<file path="src/rtl/nibble_serial_add_ctrl.sv">
// Nibble-serial adder controller.
// Walks two W-bit operands (W = 4*NIBBLES) through an external 4-bit
// carry-lookahead adder one nibble per cycle, collecting the returned sum
// slices and ripple carry into a registered result.
//
// Ports:
//   clk, rst_n           clock, asynchronous active-low reset
//   in_valid / in_ready  operand handshake (a, b, cin)
//   cla_a, cla_b, cla_cin  slice presented to the external adder
//   cla_sum, cla_cout    combinational result from the external adder
//   out_valid / out_ready  result handshake (sum, cout)
//
// state | meaning
// ------+------------------------------------------------------------
// IDLE  | waiting for operands; in_ready=1, result of last op retained
// RUN   | one nibble per cycle through the external adder
// DONE  | out_valid=1, result held until out_ready
module nibble_serial_add_ctrl #(
  parameter int NIBBLES = 4
) (
  input  logic                 clk,
  input  logic                 rst_n,
  input  logic                 in_valid,
  output logic                 in_ready,
  input  logic [4*NIBBLES-1:0] a,
  input  logic [4*NIBBLES-1:0] b,
  input  logic                 cin,
  output logic [3:0]           cla_a,
  output logic [3:0]           cla_b,
  output logic                 cla_cin,
  input  logic [3:0]           cla_sum,
  input  logic                 cla_cout,
  output logic                 out_valid,
  input  logic                 out_ready,
  output logic [4*NIBBLES-1:0] sum,
  output logic                 cout
);

  localparam int W  = 4 * NIBBLES;
  // A single-nibble build still needs a 1-bit index to be legal.
  localparam int IW = (NIBBLES > 1) ? $clog2(NIBBLES) : 1;
  localparam logic [IW-1:0] LAST_IDX = IW'(NIBBLES - 1);

  typedef enum logic [1:0] {
    IDLE = 2'd0,
    RUN  = 2'd1,
    DONE = 2'd2
  } state_t;

  state_t          state;
  state_t          state_nxt;
  logic [IW-1:0]   idx;
  logic [W-1:0]    a_reg;
  logic [W-1:0]    b_reg;
  logic            carry_reg;
  logic [W-1:0]    sum_reg;
  logic            cout_reg;

  logic            accept;
  logic            run_last;
  logic [IW+1:0]   slice_base;

  assign accept     = (state == IDLE) && in_valid;
  assign run_last   = (state == RUN) && (idx == LAST_IDX);
  assign slice_base = {idx, 2'b00};

  always_ff @(posedge clk or negedge rst_n) begin
    if (!rst_n) begin
      state <= IDLE;
    end else begin
      state <= state_nxt;
    end
  end

  always_comb begin
    state_nxt = state;
    case (state)
      IDLE: if (in_valid)  state_nxt = RUN;
      RUN:  if (run_last)  state_nxt = DONE;
      DONE: if (out_ready) state_nxt = IDLE;
      default:             state_nxt = IDLE;
    endcase
  end

  always_ff @(posedge clk or negedge rst_n) begin
    if (!rst_n) begin
      idx       <= '0;
      a_reg     <= '0;
      b_reg     <= '0;
      carry_reg <= 1'b0;
      sum_reg   <= '0;
      cout_reg  <= 1'b0;
    end else if (accept) begin
      idx       <= '0;
      a_reg     <= a;
      b_reg     <= b;
      carry_reg <= cin;
    end else if (state == RUN) begin
      sum_reg[slice_base +: 4] <= cla_sum;
      carry_reg                <= cla_cout;
      if (run_last) begin
        // Park the index at 0 so it never passes NIBBLES-1.
        idx      <= '0;
        cout_reg <= cla_cout;
      end else begin
        idx <= idx + IW'(1);
      end
    end
  end

  // Adder-facing slice comes straight from registers; zero outside RUN.
  always_comb begin
    cla_a   = 4'h0;
    cla_b   = 4'h0;
    cla_cin = 1'b0;
    if (state == RUN) begin
      cla_a   = a_reg[slice_base +: 4];
      cla_b   = b_reg[slice_base +: 4];
      cla_cin = carry_reg;
    end
  end

  assign in_ready  = (state == IDLE);
  assign out_valid = (state == DONE);
  assign sum       = sum_reg;
  assign cout      = cout_reg;

endmodule
</file>
<file path="config.mk">
export PLATFORM = sky130hd
export DESIGN_NAME = nibble_serial_add_ctrl
export DESIGN_NICKNAME = d
export VERILOG_FILES = /design/src/rtl/nibble_serial_add_ctrl.sv
export SDC_FILE = /design/constraint.sdc
export NUM_CORES = 1
export LEC_CHECK = 0
export BUFFER_PORTS_ARGS = -buffer_cell sky130_fd_sc_hd__buf_2
export CAP_MARGIN = 20
export CORE_ASPECT_RATIO = 1.1
export CORE_MARGIN = 2
export CORE_UTILIZATION = 47
export DETAILED_ROUTE_END_ITERATION = 7
export PLACE_DENSITY = 0.7
export SYNTH_ARGS = -nofsm -noshare
export SYNTH_HDL_FRONTEND = slang
export SYNTH_SLANG_ARGS = --single-unit
</file>
<file path="constraint.sdc">
create_clock -name clk -period 2.1 [get_ports clk]
set_input_delay 0.525 -clock clk [delete_from_list [all_inputs] [get_ports clk]]
set_output_delay 0.525 -clock clk [all_outputs]
set_load 0.02 [all_outputs]
</file>
==> results.sh <==
export IMPL_wire_per_inst_um=14.1
export IMPL_synth_ff_type="dfrtp_1"
export IMPL_vias=1757
export IMPL_wirelength_um=4960
export IMPL_end_kind="output pin"
export IMPL_max_vdd_ir_drop_mv=0.897
export IMPL_rr_worst_depth=5
export IMPL_post_place_ws_ns=0.316
export IMPL_yosysUniqueCellTypes=31
export IMPL_clk_latency_ns=0.30
export IMPL_startpoint_type="flop"
export IMPL_status="complete, no violations"
export IMPL_chipWidth_um=74.8
export IMPL_rr_endpoint="sum[14]$_DFFE_PN0P_"
export IMPL_path_buf_inv=1
export IMPL_pwr_density_cell_mw_per_mm2=1570
export IMPL_area_delta_synth_final_pct=23.1
export IMPL_die_area_mm2=0.00612
export IMPL_core_area_mm2=0.00536
export IMPL_gp_congestion=0.779
export IMPL_setup_viol_count_final=0
export IMPL_cts_inserted_buffers=5
export IMPL_place_area_mm2=0.00307
export IMPL_yosysTopAreaCellShare_pct=52.2
export IMPL_cts_tree="yes"
export IMPL_h_tree_depth=2
export IMPL_cts_root_buf="clkbuf_8"
export IMPL_p_leak_uw=0.00155
export IMPL_async_flop_share_pct=100
export IMPL_first_iter_violations=67
export IMPL_ant_nets=0
export IMPL_globalRouteTotalUtil_pct=17.8
export IMPL_row_count=28
export IMPL_fin_tns_setup_ns=0
export IMPL_grt_pass1_vias=1775
export IMPL_avgSynthCellArea_um2=12.9
export IMPL_worstMarginPinSlew_ns=0.534
export IMPL_syn_nets=247
export IMPL_period_share_pct=94.6
export IMPL_yosysMostFrequentCell="dfrtp_1"
export IMPL_grt_max_degree=34
export IMPL_synth_edf_count=0
export IMPL_synthTopCellsByArea="dfrtp_1 52%, mux2_4 17%, mux2i_1 6.2%, nand2_1 4.1%, o22ai_1 2.7%"
export IMPL_yosys_top_cells_count="54 x dfrtp_1, 29 x mux2_4, 28 x nand2_1"
export IMPL_r2r_slack_ns=0.38
export IMPL_initial_utilization_pct=48.3
export IMPL_clock_sinks=54
export IMPL_n_antenna_cell=0
export IMPL_clk_pin_slew_worst_paths_ns=0.09
export IMPL_final_nets=323
export IMPL_cp_max_fo=8
export IMPL_synth_largest_area_cell="dfrtp_1"
export IMPL_setup_slack_ns=0.113
export IMPL_required_ns=1.57
export IMPL_rsz0062_at_grt="no"
export IMPL_finish_utilization_pct=59.5
export IMPL_route_detailed_drc=0
export IMPL_hold_viol_final=0
export IMPL_dp_hpwl_um=3760
export IMPL_post_cts_buffers=0
export IMPL_ys_seq_elements=54
export IMPL_crit_chain="nor2b_2 -> nand2_2 -> o22ai_1 -> buf_2"
export IMPL_vias_per_cell=4.99
export IMPL_cts_buffer_depth=2
export IMPL_antenna_found_initial=0
export IMPL_rr_startpoint="idx[0]$_DFFE_PN0P_"
export IMPL_fin_worst_skew_ns=0.00884
export IMPL_drtPass1Iterations=2
export IMPL_slowest_stage="dfrtp_1"
export IMPL_grt_first_pass_wirelength_um=8140
export IMPL_ys_seq_area_share_pct=52.2
export IMPL_final_layout_size_suffix_gt1_share_pct=45.1
export IMPL_crit_family="flip-flops"
export IMPL_cap_violations=0
export IMPL_maxSlewHeadroom_pct=64.4
export IMPL_grt_overflow_total=0
export IMPL_hold_path_class="in -> async"
export IMPL_slowest_delay_ns=0.40
export IMPL_postCtsHoldBufs=0
export IMPL_ios=70
export IMPL_die_h_um=81.9
export IMPL_io_buffer_count=69
export IMPL_syn_area_mm2=0.00259
export IMPL_crit_type="reg -> out"
export IMPL_fin_area_mm2=0.00319
export IMPL_timing_final_crit_period_ns=1.99
export IMPL_finalPower_uw=5000
export IMPL_synth_warnings=0
export IMPL_max_freq_mhz=503
export IMPL_worstPathArrival_ns=1.46
export IMPL_synthCells=200
export IMPL_slew_violations=0
power by group:
group          switching (uW)  leakage (uW)  internal, uW  total (uW)
Clock                     315     0.0000524           357         672
Combinational            1280      0.000832          1250        2530
Sequential                284      0.000667          1510        1800
Total                    1880       0.00155          3120        5000
what timing repair did:
item                       CTS  global route
setup endpoints to repair    5             8
gates cloned                 0             0
resized for setup            2             2
cells by family (layout without fill, tap and decap cells):
logic type | after synthesis | after routing | share of synthesized area, %
AO/OA/AOI/OAI | 32 | 32 | 7.63
adder cells (fa/ha/maj) | 5 | 5 | 2.42
buffers and inverters | 13 | 90 | 3.24
flip-flops | 54 | 54 | 52.2
multiplexers | 49 | 49 | 24.7
AND/OR/NAND/NOR | 47 | 47 | 9.81
worst max-delay path by stage:
stage                               startpoint                  end  cells after the start
after global routing        idx[1]$_DFFE_PN0P_             cla_b[2]                      4
after detailed placement    idx[0]$_DFFE_PN0P_  sum[14]$_DFFE_PN0P_                      5
after floorplan             idx[0]$_DFFE_PN0P_             cla_a[0]                      4
final                     state[1]$_DFFE_PN0P_             cla_a[3]                      4
after global placement    state[1]$_DFFE_PN0P_             cla_a[2]                      4
after CTS                 state[1]$_DFFE_PN0P_             cla_a[2]                      4
cell usage in the layout (no fill, tap or decap), drive strengths merged:
cell / netlist / layout
nor2b: 1 / 1
and4bb: 1 / 1
nand3b: 3 / 3
nand2b: 2 / 2
bufinv: 0 / 1
mux2: 33 / 33
buf: 6 / 77
nor4b: 2 / 2
ha: 5 / 5
o31ai: 2 / 2
and2: 1 / 1
o32ai: 1 / 1
nor2: 4 / 4
nand3: 5 / 5
inv: 5 / 5
o22ai: 11 / 11
o21ai: 13 / 13
clkbuf: 2 / 7
mux2i: 16 / 16
dfrtp: 54 / 54
a21oi: 1 / 1
o2bb2ai: 4 / 4
nand2: 28 / 28
metal layers:
metal / vias up / share of wire [%] / track usage, %
met5: - / 0 / 0
met3: 6 / 7.7 / 6.13
met1: 830 / 41 / 20.6
met4: 0 / 1.1 / 4.82
li1: 866 / - / -
met2: 55 / 50 / 31.2
layout make-up:
class	instances	area (um^2)
Clock buffer	7	76.3
Clock inverter	1	30.0
Fill cell	454	2170
Inverter	5	18.8
Multi-Input combinational cell	133	1160
Sequential cell	54	1350
Tap cell	75	93.8
Timing Repair Buffer	77	455
per-stage QoR:
stage               hold WS, ns  instances
floorplan                 0.229        200
global placement          0.456        344
detailed placement        0.465        344
CTS                       0.206        352
global route              0.214        352
finish                    0.191        352
Note: power is estimated with default switching activity, not from simulation.
